File: src/rtl/aes_cipher_serializer_if.sv
// Byte-stream port bundle between the AES encrypt core, the serializer and the byte consumer.
// The slave side belongs to the serializer; the master side is the core/consumer side driving it.
interface aes_cipher_serializer_if #(
  parameter int NBYTES = 16
);
  logic                  load_i;
  logic [8*NBYTES-1:0]   cipher_i;
  logic                  byte_ready_i;
  logic [7:0]            byte_o;
  logic                  byte_valid_o;
  logic                  last_o;
  logic                  busy_o;
  logic                  done_o;

  modport master (
    output load_i, cipher_i, byte_ready_i,
    input  byte_o, byte_valid_o, last_o, busy_o, done_o
  );

  modport slave (
    input  load_i, cipher_i, byte_ready_i,
    output byte_o, byte_valid_o, last_o, busy_o, done_o
  );
endinterface

File: src/rtl/aes_cipher_serializer.sv
// Captures a ciphertext block after a settle delay and emits it MSB byte first over valid/ready.
// First byte SETTLE_CYCLES+1 cycles after load; byte_o/last_o hold while the consumer stalls.
module aes_cipher_serializer #(
  parameter int NBYTES        = 16,
  parameter int SETTLE_CYCLES = 2
) (
  input  logic                   clk,
  input  logic                   rst_n,
  aes_cipher_serializer_if.slave bus
);
  localparam int W     = 8 * NBYTES;
  localparam int IDX_W = (NBYTES > 1) ? $clog2(NBYTES) : 1;
  localparam int CNT_W = (SETTLE_CYCLES > 0) ? $clog2(SETTLE_CYCLES + 1) : 1;
  localparam logic [IDX_W-1:0] LAST_IDX = IDX_W'(NBYTES - 1);

  typedef enum logic [1:0] {IDLE, SETTLE, SHIFT, DONE} state_t;

  state_t           state_q, state_d;
  logic [W-1:0]     shift_q, shift_d;
  logic [IDX_W-1:0] idx_q, idx_d;
  logic [CNT_W-1:0] cnt_q, cnt_d;
  logic             valid_q, valid_d;
  logic             last_q, last_d;
  logic             busy_q, busy_d;
  logic             done_q, done_d;

  always_comb begin
    state_d = state_q;
    shift_d = shift_q;
    idx_d   = idx_q;
    cnt_d   = cnt_q;
    unique case (state_q)
      IDLE: begin
        if (bus.load_i) begin
          if (SETTLE_CYCLES == 0) begin
            shift_d = bus.cipher_i;
            idx_d   = '0;
            state_d = SHIFT;
          end else begin
            cnt_d   = CNT_W'(SETTLE_CYCLES);
            state_d = SETTLE;
          end
        end
      end
      SETTLE: begin
        // The core output is only trusted on the final settle edge.
        if (cnt_q <= CNT_W'(1)) begin
          cnt_d   = '0;
          shift_d = bus.cipher_i;
          idx_d   = '0;
          state_d = SHIFT;
        end else begin
          cnt_d = cnt_q - CNT_W'(1);
        end
      end
      SHIFT: begin
        if (bus.byte_ready_i) begin
          shift_d = shift_q << 8;
          if (idx_q == LAST_IDX) begin
            idx_d   = '0;
            state_d = DONE;
          end else begin
            idx_d = idx_q + IDX_W'(1);
          end
        end
      end
      DONE: begin
        state_d = IDLE;
      end
      default: begin
        state_d = IDLE;
      end
    endcase

    // Status outputs are registered copies of the next-state decode.
    valid_d = (state_d == SHIFT);
    last_d  = (state_d == SHIFT) && (idx_d == LAST_IDX);
    busy_d  = (state_d != IDLE);
    done_d  = (state_d == DONE);
  end

  always_ff @(posedge clk) begin
    if (!rst_n) begin
      state_q <= IDLE;
      shift_q <= '0;
      idx_q   <= '0;
      cnt_q   <= '0;
      valid_q <= 1'b0;
      last_q  <= 1'b0;
      busy_q  <= 1'b0;
      done_q  <= 1'b0;
    end else begin
      state_q <= state_d;
      shift_q <= shift_d;
      idx_q   <= idx_d;
      cnt_q   <= cnt_d;
      valid_q <= valid_d;
      last_q  <= last_d;
      busy_q  <= busy_d;
      done_q  <= done_d;
    end
  end

  // Shift register is all-zero whenever no byte is valid, so byte_o reads 0 then.
  assign bus.byte_o       = shift_q[W-1 -: 8];
  assign bus.byte_valid_o = valid_q;
  assign bus.last_o       = last_q;
  assign bus.busy_o       = busy_q;
  assign bus.done_o       = done_q;
endmodule

File: src/flat_wrapper.sv
// flat-port wrapper written by rule: the top's interface ports become plain ports
module aes_cipher_serializer_flat 
#(
  parameter int NBYTES        = 16,
  parameter int SETTLE_CYCLES = 2
)
  (clk, rst_n, bus_load_i, bus_cipher_i, bus_byte_ready_i, bus_byte_o, bus_byte_valid_o, bus_last_o, bus_busy_o, bus_done_o);
  aes_cipher_serializer_if #(.NBYTES(NBYTES)) bus_i ();
  input  logic clk;
  input  logic rst_n;
  input wire logic [$bits(bus_i.load_i)-1:0] bus_load_i;
  input wire logic [$bits(bus_i.cipher_i)-1:0] bus_cipher_i;
  input wire logic [$bits(bus_i.byte_ready_i)-1:0] bus_byte_ready_i;
  output wire logic [$bits(bus_i.byte_o)-1:0] bus_byte_o;
  output wire logic [$bits(bus_i.byte_valid_o)-1:0] bus_byte_valid_o;
  output wire logic [$bits(bus_i.last_o)-1:0] bus_last_o;
  output wire logic [$bits(bus_i.busy_o)-1:0] bus_busy_o;
  output wire logic [$bits(bus_i.done_o)-1:0] bus_done_o;
  assign bus_i.load_i = bus_load_i;
  assign bus_i.cipher_i = bus_cipher_i;
  assign bus_i.byte_ready_i = bus_byte_ready_i;
  assign bus_byte_o = bus_i.byte_o;
  assign bus_byte_valid_o = bus_i.byte_valid_o;
  assign bus_last_o = bus_i.last_o;
  assign bus_busy_o = bus_i.busy_o;
  assign bus_done_o = bus_i.done_o;
  aes_cipher_serializer #(.NBYTES(NBYTES), .SETTLE_CYCLES(SETTLE_CYCLES)) u_core (.clk(clk), .rst_n(rst_n), .bus(bus_i));
endmodule
File: config.mk
export PLATFORM = sky130hd
export DESIGN_NAME = aes_cipher_serializer_flat
export DESIGN_NICKNAME = d
export VERILOG_FILES = /design/src/rtl/aes_cipher_serializer_if.sv /design/src/rtl/aes_cipher_serializer.sv /design/src/flat_wrapper.sv
export SDC_FILE = /design/constraint.sdc
export NUM_CORES = 1
export LEC_CHECK = 0
export ABC_AREA = 1
export BUFFER_PORTS_ARGS = -buffer_cell sky130_fd_sc_hd__buf_2
export CAP_MARGIN = 20
export CORE_MARGIN = 10
export CORE_UTILIZATION = 55
export CTS_CLUSTER_DIAMETER = 60
export CTS_CLUSTER_SIZE = 30
export DETAILED_ROUTE_END_ITERATION = 16
export GPL_TIMING_DRIVEN = 0
export PLACE_DENSITY = 0.81
export SYNTH_ARGS = -nofsm -noshare
export SYNTH_HDL_FRONTEND = slang
export SYNTH_SLANG_ARGS = --single-unit
File: constraint.sdc
create_clock -name clk -period 1.8 [get_ports clk]
set_input_delay 0.09 -clock clk [delete_from_list [all_inputs] [get_ports clk]]
set_output_delay 0.09 -clock clk [all_outputs]
set_load 0.01 [all_outputs]
==> results.py, run 1 <==
metrics = {
    "placement": {
        "routabilityCongestion": 0.8443,
        "io_buffers": 143,
        "dpl_worst_slack_ps": -168.5,
        "hpwlAfterDp_um": 13090,
        "placed_area_mm2": 0.007507,
    },
    "pwr": {
        "p_int_w": 0.008979,
        "p_per_area_mw_per_mm2": 1659,
        "comb_power_share_pct": 38.6,
        "p_sw_share_pct": 36.62,
        "peakVddDrop_mv": 0.9729,
        "clkPwrFrac_pct": 24.7,
        "switchingPower_w": 0.005187,
        "leakage_nw": 4.262,
        "seq_power_share_pct": 36.6,
    },
    "drt": {
        "ant_nets": 0,
        "routed_via_density": 4.963,
        "first_pass_iters": 5,
        "via_count": 6889,
        "drc_errors": 0,
        "drt_wl_total_um": 18470,
        "dr.first_iter.drc_count": 448,
        "wl_per_cell_um": 13.31,
    },
    "yosys": {
        "syn_inst": 1043,
        "syn_avg_cell_area_um2": 6.340,
        "yosysTopAreaCell": "dfxtp_1",
        "syn_nets": 1179,
        "ys_seq_area_share_pct": 42.38,
        "synth_edf_count": 0,
        "yosysMostFrequentCell": "nand2_1",
        "synthTopCellsByArea": "dfxtp_1, nand2_1, nor2_1",
        "synth_commonest_cells": "nand2_1, nor2_1, dfxtp_1",
        "synthArstFlopShare_pct": 0,
        "synth.cell_area_mm2": 0.006613,
        "ys_seq_elements": 140,
        "synth_top_area_share_pct": 42.38,
        "synth_cell_types": 23,
        "synth_ff_type": "dfxtp_1",
        "yosys_warnings": 0,
    },
    "setup_path": {
        "worstPathCellList": "inv_1, ha_1, buf_4, inv_1, clkbuf_4, buf_4, nand2_1, nand2_1, o21ai_1, nor2_1",
        "worstSetupStartpointType": "flop",
        "crit_required_ps": 2160,
        "path_class": "reg -> reg",
        "crit_buf_inv": 5,
        "cpPeakStageDelay_ps": 350,
        "cpMaxStageDelayCell": "dfxtp_2",
        "crit_family": "buffers and inverters",
        "crit_start": "u_core.state_q[0]$_SDFF_PN0_",
        "crit_fanout": 10,
        "cp.arrival_ps": 2070,
        "endpoint_kind": "flop",
        "reg2reg_from": "u_core.state_q[0]$_SDFF_PN0_",
    },
    "timing": {
        "finClkSkew_ps": 6.562,
        "fin_crit_ps": 1703,
        "hold-worst-slack_ps": -3.851,
        "setup_viol": 0,
        "slew_violations": 0,
        "finalHoldViolCount": 3,
        "post-route-worst-setup-slack_ps": 97.07,
        "fmax_mhz": 587.2,
        "relSlewSlack_pct": 59.06,
        "worst_slew_pin_slew_ps": 614.1,
        "fin_crit_sh_pct": 94.61,
    },
    "floorplan": {
        "ioPinCount": 144,
        "row_count": 39,
        "die_y_um": 129.7,
        "start_util_pct": 56.94,
        "core-area_mm2": 0.01161,
        "die_area_mm2": 0.01681,
        "fp.dieW_um": 129.7,
    },
    "grt": {
        "grt_pass1_wl_um": 29590,
        "grt_pass1_vias": 6479,
        "grt_max_degree": 17,
        "grt_usage_pct": 21.85,
        "antenna_found_initial": 1,
        "grt_overflow": 0,
    },
    "status": {
        "status": "finished with violations",
        "violations": "hold timing",
    },
    "finish": {
        "nets": 1368,
        "layout-area-overhead-vs-synth_pct": 29.10,
        "finish.instance_area_mm2": 0.008537,
        "antenna_cells": 0,
        "post-route-util_pct": 73.51,
        "drive_gt1_share_pct": 21.12,
    },
    "clocking": {
        "clkTransAtPathRegs_ps": 60,
        "htreeDepth": 4,
        "cts.sinks": 140,
        "cts_max_path_buffers": 2,
        "cts_tree": "done",
        "worstSkewPairLatency_ps": 430,
        "cts_buffers": 17,
        "root_buffer": "clkbuf_16",
    },
    "min_path": {
        "min_from": "bus_cipher_i[45]",
        "hold_path_class": "in -> reg",
    },
    "flow_run": {
        "max_cap_viol_count": 0,
    },
}
-- what timing repair did --
item,CTS,global route
setup endpoints to repair,120,128
hold buffers,26,0
hold endpoints to repair,26,0
setup buffers,1,0
resized for setup,54,89
pin swaps,1,1
-- worst register-to-register path: stages (launching register included) --
cell	delay (ps)
dfxtp_2	350
inv_1	60
ha_1	180
buf_4	160
inv_1	100
clkbuf_4	220
buf_4	200
nand2_1	60
nand2_1	110
o21ai_1	100
nor2_1	110
-- stage by stage --
stage	power, W	std cells	setup TNS [ps]
finish	0.01417	1388	0
global route	0.01526	1388	-19.58
CTS	0.01390	1388	-6.203
detailed placement	0.01018	1329	-7630
global placement	0.01003	1329	-4987
floorplan	0.008935	1043	0
-- cells in the final DEF (no fill, tap or decap), types with 2 or more instances in the layout --
master,netlist,final
clkinv_2,0,9
o21ai_2,0,16
clkbuf_2,10,7
o21ai_1,33,79
dlygate4sd3_1,0,26
nand3_1,13,13
clkbuf_4,0,8
clkbuf_1,24,15
inv_2,1,2
a21oi_1,15,15
nor2_4,1,2
bufinv_16,0,3
buf_2,17,152
buf_6,12,16
buf_4,11,21
nor2_1,250,250
ha_1,4,3
o21ai_0,91,29
dfxtp_2,0,2
nand2_1,399,399
inv_1,12,11
dfxtp_1,140,138
clkbuf_16,0,17
-- power groups by stage --
stage                     combinational, W  sequential, W  clock, W
after floorplan                    0.00388        0.00505         0
after global routing               0.00625        0.00534   0.00367
after detailed placement           0.00496        0.00522         0
final                              0.00547        0.00519   0.00351
after global placement             0.00486        0.00517         0
after CTS                          0.00520        0.00517   0.00354
-- kinds of logic after synthesis --
family          after synthesis  synth area share [%]
simple gates                668                 38.49
fa+ha+maj                     4                0.7569
buf+inv                      90                 7.606
compound gates              140                 10.63
flops                       140                 42.38
xor+xnor                      1                0.1325
-- path summary, 6_finish.rpt --
| kind | end | slack [ps] | depth (start not counted) |
|---|---|---|---|
| max | u_core.shift_q[75]$_SDFFE_PN0P_ | 100 | 10 |
| max reg2reg | u_core.shift_q[75]$_SDFFE_PN0P_ | 100 | 10 |
| min | u_core.shift_q[45]$_SDFFE_PN0P_ | -4 | 5 |
| min reg2reg | u_core.shift_q[1]$_SDFFE_PN0P_ | 460 | 2 |
-- sequential cells by signal (all words and copies together), names as in the netlist --
register and count:
u_core.cnt_q 2, u_core.bus.last_o 1, u_core.bus.busy_o 1, u_core.state_q 2, u_core.shift_q 128, u_core.idx_q 4, u_core.bus.done_o 1, u_core.bus.byte_valid_o 1
-- layout make-up --
| class | count | area (um2) |
|---|---|---|
| sequential | 140 | 2805 |
| clock buffer | 18 | 439.2 |
| timing repair buffer | 170 | 983.4 |
| multi-input combinational | 813 | 3379 |
| buffer | 77 | 550.5 |
| inverter | 13 | 48.80 |
| fill | 1016 | 3077 |
| tap | 143 | 178.9 |
| clock inverter | 14 | 151.4 |
-- metal layers --
layer / GRT usage, % / vias to the layer above / part of all wire, %
met3: 7.341 / 33 / 7.5
met4: 7.672 / 2 / 1.9
met2: 36.26 / 195 / 48
met5: 0 / - / 0.070
li1: - / 3621 / -
met1: 25.89 / 3038 / 42
Note: power is estimated with default switching activity, not from simulation.
==> inputs of run 2 (changes only) <==
Settings changed: ABC_AREA 1 to unset, PLACE_DENSITY 0.81 to 0.8.
==> run 2 against run 1 <==
  * The flow now finishes without violations
  * Synthesized cell count fell by 38%
  * Count of clock-buffer cells in the layout rose by 2
  * Non-clock buffer count fell by 29
  * Cell count fell by 30%
  * Via count fell by 21%
  * Register-to-register slack got worse by 40 ps
  * Critical path depth fell by 2
  * Die area rose by 1.1%
  * First-iteration DRC count fell by 45%
  * Combinational power fell by 0.7%
  * Clock skew barely moved
  * Largest cell class unchanged
  * Largest power group unchanged
  * Highest routed layer is now met4
==> results.py, run 2 <==
metrics = {
    "yosys": {
        "synth_ff_type": "dfxtp_1",
        "ys_seq_elements": 140,
        "synth.cell_area_mm2": 0.006701,
        "yosysMostFrequentCell": "dfxtp_1",
        "synth_cell_types": 41,
        "yosys_warnings": 0,
        "syn_avg_cell_area_um2": 10.36,
        "synthTopCellsByArea": "dfxtp_1, o211a_1, mux2i_1",
        "synthArstFlopShare_pct": 0,
        "synth_commonest_cells": "dfxtp_1, nand2_1, o211a_1",
        "synth_top_area_share_pct": 41.82,
        "syn_inst": 647,
        "synth_edf_count": 0,
        "ys_seq_area_share_pct": 41.82,
        "syn_nets": 783,
        "yosysTopAreaCell": "dfxtp_1",
    },
    "clocking": {
        "worstSkewPairLatency_ps": 430,
        "cts.sinks": 140,
        "cts_buffers": 17,
        "cts_tree": "done",
        "clkTransAtPathRegs_ps": 60,
        "cts_max_path_buffers": 2,
        "htreeDepth": 4,
        "root_buffer": "clkbuf_16",
    },
    "grt": {
        "antenna_found_initial": 0,
        "grt_usage_pct": 20.26,
        "grt_pass1_wl_um": 27300,
        "grt_overflow": 0,
        "grt_max_degree": 17,
        "grt_pass1_vias": 5636,
    },
    "setup_path": {
        "rrSetupSlack_ps": 60,
        "endpoint_kind": "flop",
        "crit_fanout": 10,
        "path_class": "reg -> reg",
        "crit_required_ps": 2110,
        "cp.arrival_ps": 2050,
        "worstSetupStartpointType": "flop",
    },
    "timing": {
        "worst_slew_pin_slew_ps": 635.6,
        "finClkSkew_ps": 6.785,
        "fin_crit_sh_pct": 96.62,
        "post-route-worst-setup-slack_ps": 60.84,
        "fin_crit_ps": 1739,
        "hold-worst-slack_ps": 11.80,
        "setup_viol": 0,
        "relSlewSlack_pct": 56.96,
        "slew_violations": 0,
        "rsz0062_at_grt": "true",
        "finalHoldViolCount": 0,
        "fmax_mhz": 575.0,
    },
    "pwr": {
        "p_per_area_mw_per_mm2": 1720,
        "power_w": 0.01455,
        "peakVddDrop_mv": 1.020,
        "leakage_nw": 4.511,
    },
    "finish": {
        "fin_cells": 976,
        "nets": 952,
        "reg_top3": "u_core.shift_q: 128 flops, u_core.idx_q: 4 flops",
        "layout-area-overhead-vs-synth_pct": 26.25,
        "drive_gt1_share_pct": 29.11,
        "final_cell_mix": "buf_2, dfxtp_1, nand2_1",
        "top_register": "u_core.shift_q",
        "post-route-util_pct": 70.73,
        "final_common_cell": "buf_2",
        "largest_reg_flops": 128,
    },
    "placement": {
        "dpl_worst_slack_ps": -124.1,
        "hpwlAfterDp_um": 12690,
        "routabilityCongestion": 0.8090,
        "io_buffers": 141,
        "placedCellCount": 935,
    },
    "status": {
        "status": "completed",
    },
    "drt": {
        "drc_errors": 0,
        "ant_nets": 0,
        "routed_via_density": 5.551,
        "drt_wl_total_um": 17250,
        "via_count": 5418,
        "dr.first_iter.drc_count": 246,
        "wl_per_cell_um": 17.68,
        "first_pass_iters": 4,
    },
    "min_path": {
        "hold_path_class": "in -> reg",
    },
    "floorplan": {
        "die_y_um": 130.4,
        "core-area_mm2": 0.01196,
        "die_area_mm2": 0.01700,
        "ioPinCount": 144,
        "row_count": 40,
        "start_util_pct": 56.03,
        "fp.dieW_um": 130.4,
    },
    "flow_run": {
        "max_cap_viol_count": 0,
    },
}
run 2: worst paths after layout:
| kind | startpoint | to | cells after the start |
|---|---|---|---|
| worst max-delay path | u_core.state_q[0]$_SDFF_PN0_ | u_core.shift_q[86]$_SDFFE_PN0P_ | 8 |
| worst min-delay path | bus_cipher_i[53] | u_core.shift_q[53]$_SDFFE_PN0P_ | 4 |
| worst min register to register | u_core.idx_q[3]$_SDFF_PN0_ | u_core.idx_q[3]$_SDFF_PN0_ | 1 |
| worst max register to register | u_core.state_q[0]$_SDFF_PN0_ | u_core.shift_q[86]$_SDFFE_PN0P_ | 8 |
run 2: where the power goes:
part	leakage [nW]	internal (W)	switching [W]
clock	0.304	0.00241	0.00131
sequential	1.15	0.00457	0.000831
combinational	3.05	0.00282	0.00261
total	4.51	0.00979	0.00476
run 2: worst max-delay path, stage by stage, from the launching register on:
cell	delay (ps)
dfxtp_4	360
inv_2	50
ha_2	190
buf_6	140
o211a_1	220
buf_6	150
clkbuf_16	170
buf_6	140
o211a_1	210
run 2: cell families (layout without fill, tap and decap cells):
group           count (synthesis)  in the layout  synth area share, %
compound gates                152            152                21.51
fa+ha+maj                       4              4               0.7469
buf+inv                        75            256                8.010
flops                         140            140                41.82
mux                           120            120                17.92
other cells                     0              1                    0
simple gates                  156            156                9.989
run 2: final cells by class:
type	count	area (um2)
plain buffers	67	600.6
fillers	861	3501
clock buffers	20	466.7
multi-input cells	432	3388
repair buffers	151	818.3
clock inverters	11	166.4
inverters	7	26.28
flip-flops and latches	140	2808
diodes	1	2.502
well taps	147	183.9
run 2: per-layer routing:
layer / track usage [%] / vias up / part of all wire, %
li1: - / 2686 / -
met3: 5.600 / 21 / 6.0
met1: 23.49 / 2567 / 42
met4: 8.502 / 0 / 1.9
met5: 0 / - / 0
met2: 34.55 / 144 / 50
run 2: repair_timing:
action / in CTS / in global routing
pin swaps: 1 / 2
buffers inserted: 1 / 0
endpoints found under the setup margin: 129 / 119
hold buffers: 8 / 0
resized for setup: 14 / 27
gates cloned: 0 / 1
hold endpoints to repair: 8 / 0
run 2: stage by stage:
step                cell area [um2]  TNS, ps
floorplan                      6701        0
global placement               7591   -43.35
detailed placement             7591    -5351
CTS                            8351        0
global route                   8458   -2.014
finish                         8461        0
